## src/rtl/hp_pkg.sv

```systemverilog
// Shared constants for the hoggephase alarm monitor and the sensor-side modules:
// 3-bit FSM encoding, the glitch pulse width and a counter-width helper.
package hp_pkg;

    localparam logic [2:0] S_IDLE = 3'd0;
    localparam logic [2:0] S_ARM  = 3'd1;
    localparam logic [2:0] S_MON  = 3'd2;
    localparam logic [2:0] S_TRIP = 3'd3;
    localparam logic [2:0] S_TEST = 3'd4;

    // One CK2 data phase of the sensor equals two CK cycles.
    localparam int GLITCH_CYCLES = 2;

    // Bits needed to hold values 0..max_val (at least one bit).
    function automatic int width_for(input int max_val);
        return (max_val < 1) ? 1 : $clog2(max_val + 1);
    endfunction

endpackage

```

## src/rtl/hp_alarm_filter.sv

```systemverilog
// Per-sensor alarm filter: counts consecutive high samples, pulses qual_o on the
// edge the count reaches FILTER_LEN, and keeps the sticky ALARM_SRC bit.
module hp_alarm_filter
    import hp_pkg::*;
#(
    parameter int FILTER_LEN = 3
) (
    input  logic CK,
    input  logic RSTN,
    input  logic en_i,
    input  logic cnt_clr_i,
    input  logic sticky_clr_i,
    input  logic alarm_i,
    output logic qual_o,
    output logic src_o
);

    localparam int CW = width_for(FILTER_LEN);

    logic [CW-1:0] cnt_q, cnt_d;
    logic          src_q, src_d;

    // Count saturates at FILTER_LEN, so a held alarm qualifies only once.
    assign qual_o = en_i && alarm_i && (cnt_q == CW'(FILTER_LEN - 1));

    always_comb begin
        // NOTE: every always_comb output gets a default first so no latch is inferred.
        cnt_d = cnt_q;
        if (!en_i || cnt_clr_i || !alarm_i) begin
            cnt_d = '0;
        end else if (cnt_q != CW'(FILTER_LEN)) begin
            cnt_d = cnt_q + CW'(1);
        end
    end

    // A clear on the same edge as a qualification keeps only the new bit.
    assign src_d = sticky_clr_i ? qual_o : (src_q | qual_o);

    always_ff @(posedge CK) begin
        if (!RSTN) begin
            cnt_q <= '0;
            src_q <= 1'b0;
        end else begin
            cnt_q <= cnt_d;
            src_q <= src_d;
        end
    end

    assign src_o = src_q;

endmodule

```

## src/rtl/hp_alarm_monitor.sv

```systemverilog
// Consumer side of the hoggephase sensor interface: powers, blanks and filters
// N sensors into sticky alarm flags and a saturating event count.
// Optional self-test sequencer is built when HP_SELFTEST_EN is defined.
module hp_alarm_monitor
    import hp_pkg::*;
#(
    parameter int N_SENSORS  = 4,
    parameter int FILTER_LEN = 3,
    parameter int ARM_CYCLES = 8,
    parameter int CNT_W      = 8,
    parameter int TEST_WIN   = 8
) (
    input  logic                 CK,
    input  logic                 RSTN,
    input  logic                 EN,
    input  logic [N_SENSORS-1:0] ALARM_IN,
    input  logic                 CLEAR,
    output logic                 VCC_OUT,
    output logic                 ALARM_OUT,
    output logic [N_SENSORS-1:0] ALARM_SRC,
    output logic [CNT_W-1:0]     ALARM_CNT,
    input  logic                 ST_START,
    output logic [N_SENSORS-1:0] GLITCH,
    output logic                 ST_DONE,
    output logic [N_SENSORS-1:0] ST_PASS
);

    localparam int BLANK_W = width_for(ARM_CYCLES - 1);

    logic [2:0]           state_q, state_d;
    logic [BLANK_W-1:0]   blank_q, blank_d;
    logic [CNT_W-1:0]     cnt_q, cnt_d;
    logic [N_SENSORS-1:0] qual, src;
    logic                 filt_en, trip_clear, sticky_clr, any_qual;

    assign filt_en    = EN && ((state_q == S_MON) || (state_q == S_TRIP));
    assign any_qual   = |qual;
    assign trip_clear = EN && (state_q == S_TRIP) && CLEAR && !any_qual;
    assign sticky_clr = CLEAR && (state_q != S_TEST);

    for (genvar i = 0; i < N_SENSORS; i++) begin : g_filt
        hp_alarm_filter #(
            .FILTER_LEN(FILTER_LEN)
        ) u_filt (
            .CK          (CK),
            .RSTN        (RSTN),
            .en_i        (filt_en),
            .cnt_clr_i   (trip_clear),
            .sticky_clr_i(sticky_clr),
            .alarm_i     (ALARM_IN[i]),
            .qual_o      (qual[i]),
            .src_o       (src[i])
        );
    end

`ifdef HP_SELFTEST_EN
    localparam logic [1:0] PH_GLITCH  = 2'd0;
    localparam logic [1:0] PH_OBSERVE = 2'd1;
    localparam logic [1:0] PH_RECOVER = 2'd2;
    localparam logic [1:0] PH_DONE    = 2'd3;
    localparam int TW_W  = width_for(TEST_WIN - 1);
    localparam int IDX_W = width_for(N_SENSORS - 1);

    logic [1:0]           ph_q, ph_d;
    logic [TW_W-1:0]      tcnt_q, tcnt_d;
    logic [IDX_W-1:0]     idx_q, idx_d;
    logic [N_SENSORS-1:0] pass_q, pass_d;
    logic                 st_enter, st_finish;

    assign st_enter  = EN && (state_q == S_MON) && ST_START && !any_qual;
    assign st_finish = (ph_q == PH_DONE);

    // Per sensor: glitch pulse, observe window, recovery gap; then one DONE cycle.
    always_comb begin
        ph_d   = ph_q;
        tcnt_d = tcnt_q;
        idx_d  = idx_q;
        pass_d = pass_q;
        if ((state_q == S_TEST) && !EN) begin
            pass_d = '0;
        end else if (st_enter) begin
            pass_d = '0;
            idx_d  = '0;
            ph_d   = PH_GLITCH;
            tcnt_d = TW_W'(GLITCH_CYCLES - 1);
        end else if (state_q == S_TEST) begin
            case (ph_q)
                PH_GLITCH: begin
                    if (tcnt_q == '0) begin
                        ph_d   = PH_OBSERVE;
                        tcnt_d = TW_W'(TEST_WIN - 1);
                    end else begin
                        tcnt_d = tcnt_q - TW_W'(1);
                    end
                end
                PH_OBSERVE: begin
                    if (ALARM_IN[idx_q]) pass_d[idx_q] = 1'b1;
                    if (tcnt_q == '0) begin
                        ph_d   = PH_RECOVER;
                        tcnt_d = TW_W'(TEST_WIN - 1);
                    end else begin
                        tcnt_d = tcnt_q - TW_W'(1);
                    end
                end
                PH_RECOVER: begin
                    if (tcnt_q != '0) begin
                        tcnt_d = tcnt_q - TW_W'(1);
                    end else if (idx_q == IDX_W'(N_SENSORS - 1)) begin
                        ph_d = PH_DONE;
                    end else begin
                        idx_d  = idx_q + IDX_W'(1);
                        ph_d   = PH_GLITCH;
                        tcnt_d = TW_W'(GLITCH_CYCLES - 1);
                    end
                end
                default: ph_d = PH_DONE;
            endcase
        end
    end

    always_ff @(posedge CK) begin
        if (!RSTN) begin
            ph_q   <= PH_GLITCH;
            tcnt_q <= '0;
            idx_q  <= '0;
            pass_q <= '0;
        end else begin
            ph_q   <= ph_d;
            tcnt_q <= tcnt_d;
            idx_q  <= idx_d;
            pass_q <= pass_d;
        end
    end

    assign GLITCH  = ((state_q == S_TEST) && (ph_q == PH_GLITCH)) ?
                     (N_SENSORS'(1) << idx_q) : '0;
    assign ST_DONE = (state_q == S_TEST) && (ph_q == PH_DONE);
    assign ST_PASS = pass_q;
`else
    logic unused_st;
    assign unused_st = ST_START & (TEST_WIN >= 4);
    assign GLITCH    = '0;
    assign ST_DONE   = 1'b0;
    assign ST_PASS   = '0;
`endif

    always_comb begin
        state_d = state_q;
        blank_d = blank_q;
        if (!EN) begin
            state_d = S_IDLE;
        end else begin
            case (state_q)
                S_IDLE: begin
                    state_d = S_ARM;
                    blank_d = BLANK_W'(ARM_CYCLES - 1);
                end
                // Sensors report Alarm=1 while powering up; ALARM_IN is ignored here.
                S_ARM: begin
                    if (blank_q == '0) state_d = S_MON;
                    else               blank_d = blank_q - BLANK_W'(1);
                end
                S_MON: begin
                    if (any_qual) state_d = S_TRIP;
`ifdef HP_SELFTEST_EN
                    else if (st_enter) state_d = S_TEST;
`endif
                end
                S_TRIP: begin
                    if (trip_clear) begin
                        state_d = S_ARM;
                        blank_d = BLANK_W'(ARM_CYCLES - 1);
                    end
                end
`ifdef HP_SELFTEST_EN
                S_TEST: begin
                    if (st_finish) begin
                        state_d = S_ARM;
                        blank_d = BLANK_W'(ARM_CYCLES - 1);
                    end
                end
`endif
                default: state_d = S_IDLE;
            endcase
        end
    end

    // Simultaneous qualifications count as one event.
    assign cnt_d = (any_qual && (cnt_q != '1)) ? cnt_q + CNT_W'(1) : cnt_q;

    always_ff @(posedge CK) begin
        // NOTE: sequential state uses non-blocking assignments only.
        if (!RSTN) begin
            state_q <= S_IDLE;
            blank_q <= '0;
            cnt_q   <= '0;
        end else begin
            state_q <= state_d;
            blank_q <= blank_d;
            cnt_q   <= cnt_d;
        end
    end

    assign VCC_OUT   = (state_q != S_IDLE);
    assign ALARM_SRC = src;
    assign ALARM_OUT = |src;
    assign ALARM_CNT = cnt_q;

endmodule

```

## config.mk

```make
export PLATFORM = sky130hd
export DESIGN_NAME = hp_alarm_monitor
export DESIGN_NICKNAME = d
export VERILOG_FILES = /design/src/rtl/hp_pkg.sv /design/src/rtl/hp_alarm_filter.sv /design/src/rtl/hp_alarm_monitor.sv
export SDC_FILE = /design/constraint.sdc
export NUM_CORES = 1
export LEC_CHECK = 0
export ABC_AREA = 0
export BUFFER_PORTS_ARGS = -buffer_cell sky130_fd_sc_hd__buf_2
export CORE_MARGIN = 2
export CORE_UTILIZATION = 45
export CTS_CLUSTER_DIAMETER = 100
export CTS_CLUSTER_SIZE = 24
export DETAILED_ROUTE_END_ITERATION = 8
export GPL_ROUTABILITY_DRIVEN = 0
export PLACE_DENSITY = 0.77
export SETUP_SLACK_MARGIN = 0.1
export SKIP_LAST_GASP = 1
export SYNTH_ARGS = -nofsm -noshare
export SYNTH_HDL_FRONTEND = slang
export SYNTH_SLANG_ARGS = --single-unit
```

## constraint.sdc

```tcl
create_clock -name CK -period 1.89 [get_ports CK]
set_clock_uncertainty 0.05 [all_clocks]
set_input_delay 0.0945 -clock CK [delete_from_list [all_inputs] [get_ports CK]]
set_output_delay 0.0945 -clock CK [all_outputs]
set_load 0.05 [all_outputs]
```

==> impl_metrics.py <==
metrics = {
    "clock_tree": {
        "clk_root_buffer_cell": "sky130_fd_sc_hd__clkbuf_4",
        "tritoncts": "built",
        "clk_latency_ns": 0.32,
        "cts-buffers-inserted": 3,
        "clk_pin_slew_worst_paths_ns": 0.14,
        "max-clock-path-buffers": 2,
        "htree_levels": 1,
        "tritoncts_num_sinks": 25,
    },
    "setup_path": {
        "worst-path-buf-inv": 1,
        "critical-path-max-stage-delay_ns": 0.49,
        "start_kind": "flip-flop",
        "crit_slowest_cell": "sky130_fd_sc_hd__or4_1",
        "reg2reg_slack_ns": 0.15,
        "worstPathCellList": "inv_1 -> ha_2 -> o21a_4 -> o21ai_4 -> or4_1 -> a21oi_1",
        "worstReg2RegEnd": "ALARM_CNT[3]$_SDFFE_PN0P_",
        "timing.reg2reg.worst_path_depth": 6,
        "crit_start": "state_q[0]$_SDFFE_PN0P_",
        "critPathTopFamily": "simple AND/OR/NAND/NOR gates",
        "critical_path_endpoint_category": "flip-flop",
        "timing_worst_setup_path_type": "reg -> reg",
        "crit_fanout": 15,
        "reg2reg_from": "state_q[0]$_SDFFE_PN0P_",
        "arrival_time_at_the_worst_endpoint_ns": 1.95,
        "worst_ep_required_time_ns": 2.10,
    },
    "power": {
        "seq_power_share_pct": 57.9,
        "pwr-share-comb_pct": 16.3,
        "share_clk_of_total_power_pct": 25.8,
        "cellLeakagePower_nw": 0.749,
        "ir_drop_v": 0.000418,
        "net_load_switching_power_w": 0.000278,
        "power.density_nw_per_um2": 553,
        "p_int_w": 0.000667,
        "power.share.switching_pct": 29.4,
        "totalPowerFinal_w": 0.000945,
    },
    "detailed_routing": {
        "dr.first_iter.drc_count": 79,
        "drt-total-wl_mm": 2.73,
        "post_drt_wl_per_cell_um": 11.6,
        "drt_pass1_iterations": 4,
        "via_per_inst": 5.18,
        "total_number_of_vias": 1211,
        "drt_drc_violations_left": 0,
        "drt.antenna.violating_nets": 0,
    },
    "die": {
        "die_h_um": 61.6,
        "floorplan.io_pins": 32,
        "core-area_um2": 3100,
        "die_footprint_um2": 3800,
        "fp.dieW_um": 61.6,
        "row_count": 20,
        "initial_core_util_pct": 48.2,
    },
    "synth": {
        "avg_inst_size_synth_um2": 9.06,
        "ys_warn_count": 0,
        "synthesis.instances": 165,
        "netlist-cell-type-count": 39,
        "syn_area_um2": 1500,
        "synth-seq-cells": 25,
        "synth_sequential_area_ratio_pct": 33.5,
    },
    "final_layout": {
        "fraction_of_final_layout_cells_with_drive_strength_greater_than_1_pct": 24.7,
        "layout_commonest_cell": "sky130_fd_sc_hd__buf_2",
        "nFillCells": 298,
        "num_antenna_cells": 0,
        "area_growth_pct": 14.3,
        "nNetsFinal": 217,
        "most_frequent_cells_in_the_layout": "21 x sky130_fd_sc_hd__buf_2, 17 x sky130_fd_sc_hd__dfxtp_1, 13 x sky130_fd_sc_hd__inv_1, 13 x sky130_fd_sc_hd__ha_1",
    },
    "worst_hold_path": {
        "min-delay-path-class": "in -> reg",
        "hold-path-cell-count": 3,
        "min_to": "state_q[1]$_SDFFE_PN0P_",
        "holdCritStartpoint": "EN",
    },
    "global_route": {
        "antenna_violations_before_repair": 0,
        "grt_start_max_net_pins": 16,
        "met3_track_demand_over_resource_in_global_routing_pct": 4.41,
        "grt_pass1_vias": 1011,
        "grt_pass1_wl_mm": 4.32,
        "grt_use_met2_pct": 24.8,
        "grt-busiest-layer": "met2",
        "grt.overflow.total": 0,
        "met1_usage_pct": 19.7,
        "global_route.usage.total_pct": 15.7,
    },
    "timing": {
        "slew_at_the_pin_with_the_worst_max_slew_slack_ns": 0.531,
        "period_needed_ns": 1.74,
        "max_clock_freq_mhz": 575,
        "setup_viol": 0,
        "setup_repair_after_global_routing_missed_its_margin": "yes",
        "timing.final.max_slew_violations": 0,
        "min_period_over_period_pct": 92.0,
        "final.setup.tns_ns": 0,
        "final_hold_viol_count": 0,
        "slew_headroom_pct": 64.4,
    },
    "flow_run": {
        "maxCapViolCount": 0,
    },
    "placed_design": {
        "numPortBuffers": 21,
        "hpwl_mm": 1.87,
    },
    "outcome": {
        "run_status": "finished clean",
    },
}
[power by group through the flow]
stage	clock [W]	combinational [W]	sequential [W]
floorplan	0	0.000129	0.000556
global placement	0	0.000142	0.000558
detailed placement	0	0.000144	0.000558
CTS	0.000252	0.000151	0.000547
global route	0.000278	0.000170	0.000549
finish	0.000243	0.000154	0.000548
[sequential cells by signal, summed over array words and instances, names as in the netlist]
signal               flops
blank_q                  3
state_q                  2
g_filt.u_filt.src_o      4
g_filt.u_filt.cnt_q      8
ALARM_CNT                8
[how the worst max path moves through the flow]
stage	to	slack (ns)	depth (start not counted)
CTS	ALARM_CNT[3]$_SDFFE_PN0P_	0.09	6
detailed placement	blank_q[2]$_SDFFE_PN0P_	0.05	6
global placement	blank_q[2]$_SDFFE_PN0P_	0.08	6
floorplan	blank_q[2]$_SDFFE_PN0P_	0.15	6
global route	state_q[1]$_SDFFE_PN0P_	0.08	6
finish	ALARM_CNT[3]$_SDFFE_PN0P_	0.15	6
[synth_stat cells]
master | count | area, um^2
sky130_fd_sc_hd__o41ai_1 | 3 | 26.3
sky130_fd_sc_hd__inv_1 | 13 | 48.8
sky130_fd_sc_hd__a211o_1 | 1 | 8.76
sky130_fd_sc_hd__o21ai_0 | 9 | 45.0
sky130_fd_sc_hd__and2_1 | 1 | 6.26
sky130_fd_sc_hd__and3_1 | 8 | 50.1
sky130_fd_sc_hd__a21oi_1 | 7 | 35.0
sky130_fd_sc_hd__nand2b_1 | 1 | 6.26
sky130_fd_sc_hd__nand4_1 | 2 | 12.5
sky130_fd_sc_hd__ha_1 | 17 | 213
sky130_fd_sc_hd__nand3b_1 | 3 | 22.5
sky130_fd_sc_hd__xnor2_1 | 4 | 35.0
sky130_fd_sc_hd__nor4_1 | 1 | 6.26
sky130_fd_sc_hd__a32oi_1 | 4 | 35.0
sky130_fd_sc_hd__o311ai_1 | 1 | 8.76
sky130_fd_sc_hd__o31ai_1 | 2 | 15.0
sky130_fd_sc_hd__nor3_1 | 1 | 5.00
sky130_fd_sc_hd__o22ai_1 | 1 | 6.26
sky130_fd_sc_hd__nand2_1 | 9 | 33.8
sky130_fd_sc_hd__o21a_1 | 1 | 7.51
sky130_fd_sc_hd__o311a_1 | 2 | 20.0
sky130_fd_sc_hd__o31a_1 | 2 | 17.5
sky130_fd_sc_hd__or3_1 | 1 | 6.26
sky130_fd_sc_hd__mux2i_1 | 3 | 30.0
sky130_fd_sc_hd__o21ai_2 | 1 | 8.76
sky130_fd_sc_hd__nand3_1 | 7 | 35.0
sky130_fd_sc_hd__or3b_2 | 1 | 8.76
sky130_fd_sc_hd__dfxtp_1 | 25 | 500
sky130_fd_sc_hd__conb_1 | 1 | 3.75
sky130_fd_sc_hd__o21a_4 | 1 | 15.0
sky130_fd_sc_hd__o311ai_0 | 2 | 17.5
sky130_fd_sc_hd__nor2_1 | 5 | 18.8
sky130_fd_sc_hd__a22o_4 | 1 | 17.5
sky130_fd_sc_hd__clkbuf_1 | 2 | 7.51
sky130_fd_sc_hd__nor2b_1 | 2 | 12.5
sky130_fd_sc_hd__a22o_1 | 1 | 8.76
sky130_fd_sc_hd__buf_2 | 1 | 5.00
sky130_fd_sc_hd__buf_4 | 14 | 105
sky130_fd_sc_hd__or4_1 | 4 | 30.0
[cell type report]
cell class	count	area, um^2	share of cell area (%)
Clock inverter	1	5.00	0.293
Timing Repair Buffer	30	183	10.7
Multi-Input combinational cell	118	885	51.8
Tap cell	44	55.1	3.22
Clock buffer	3	22.5	1.32
Inverter	13	48.8	2.86
Sequential cell	25	510	29.9
[per-layer routing]
metal,wire length (um),part of all wire [%],vias to the layer above
li1,-,-,622
met1,1330,49,548
met2,1200,44,35
met3,142,5.2,6
met4,59,2.2,0
met5,0,0,-
[metrics by stage]
stage | instance area [um^2] | hold WS, ns | std cells | util (%) | setup slack (ns)
5_1_grt | 1710 | 0.0448 | 234 | 55.1 | 0.0839
3_3_place_gp | 1580 | 0.324 | 222 | 50.8 | 0.0835
6_report | 1710 | 0.0488 | 234 | 55.1 | 0.152
2_1_floorplan | 1530 | 0.190 | 173 | - | 0.148
4_1_cts | 1650 | 0.0465 | 230 | 53.3 | 0.0896
3_5_place_dp | 1580 | 0.324 | 222 | 50.8 | 0.0460
[repair_timing]
item                                    4_1_cts  5_1_grt
resized for setup                             5        9
buffers inserted                              0        4
pin swaps                                     2        5
endpoints found under the setup margin       11       15
hold buffers                                  4        0
endpoints found under the hold margin         8        0
[kinds of logic after synthesis]
| kind of cell | after synthesis | synth area share, % |
|---|---|---|
| XOR/XNOR | 4 | 2.34 |
| other | 1 | 0.251 |
| multiplexers | 3 | 2.01 |
| adder cells (fa/ha/maj) | 17 | 14.2 |
| AO/OA/AOI/OAI | 39 | 19.6 |
| AND/OR/NAND/NOR | 46 | 17.0 |
| flip-flops | 25 | 33.5 |
| buffers and inverters | 30 | 11.1 |
[worst reg2reg max path, cell delays in order, from the launching register on]
cell and delay, ns:
sky130_fd_sc_hd__dfxtp_2 0.37, sky130_fd_sc_hd__inv_1 0.11, sky130_fd_sc_hd__ha_2 0.21, sky130_fd_sc_hd__o21a_4 0.18
sky130_fd_sc_hd__o21ai_4 0.12, sky130_fd_sc_hd__or4_1 0.49, sky130_fd_sc_hd__a21oi_1 0.15
Note: power is estimated with default switching activity, not from simulation.
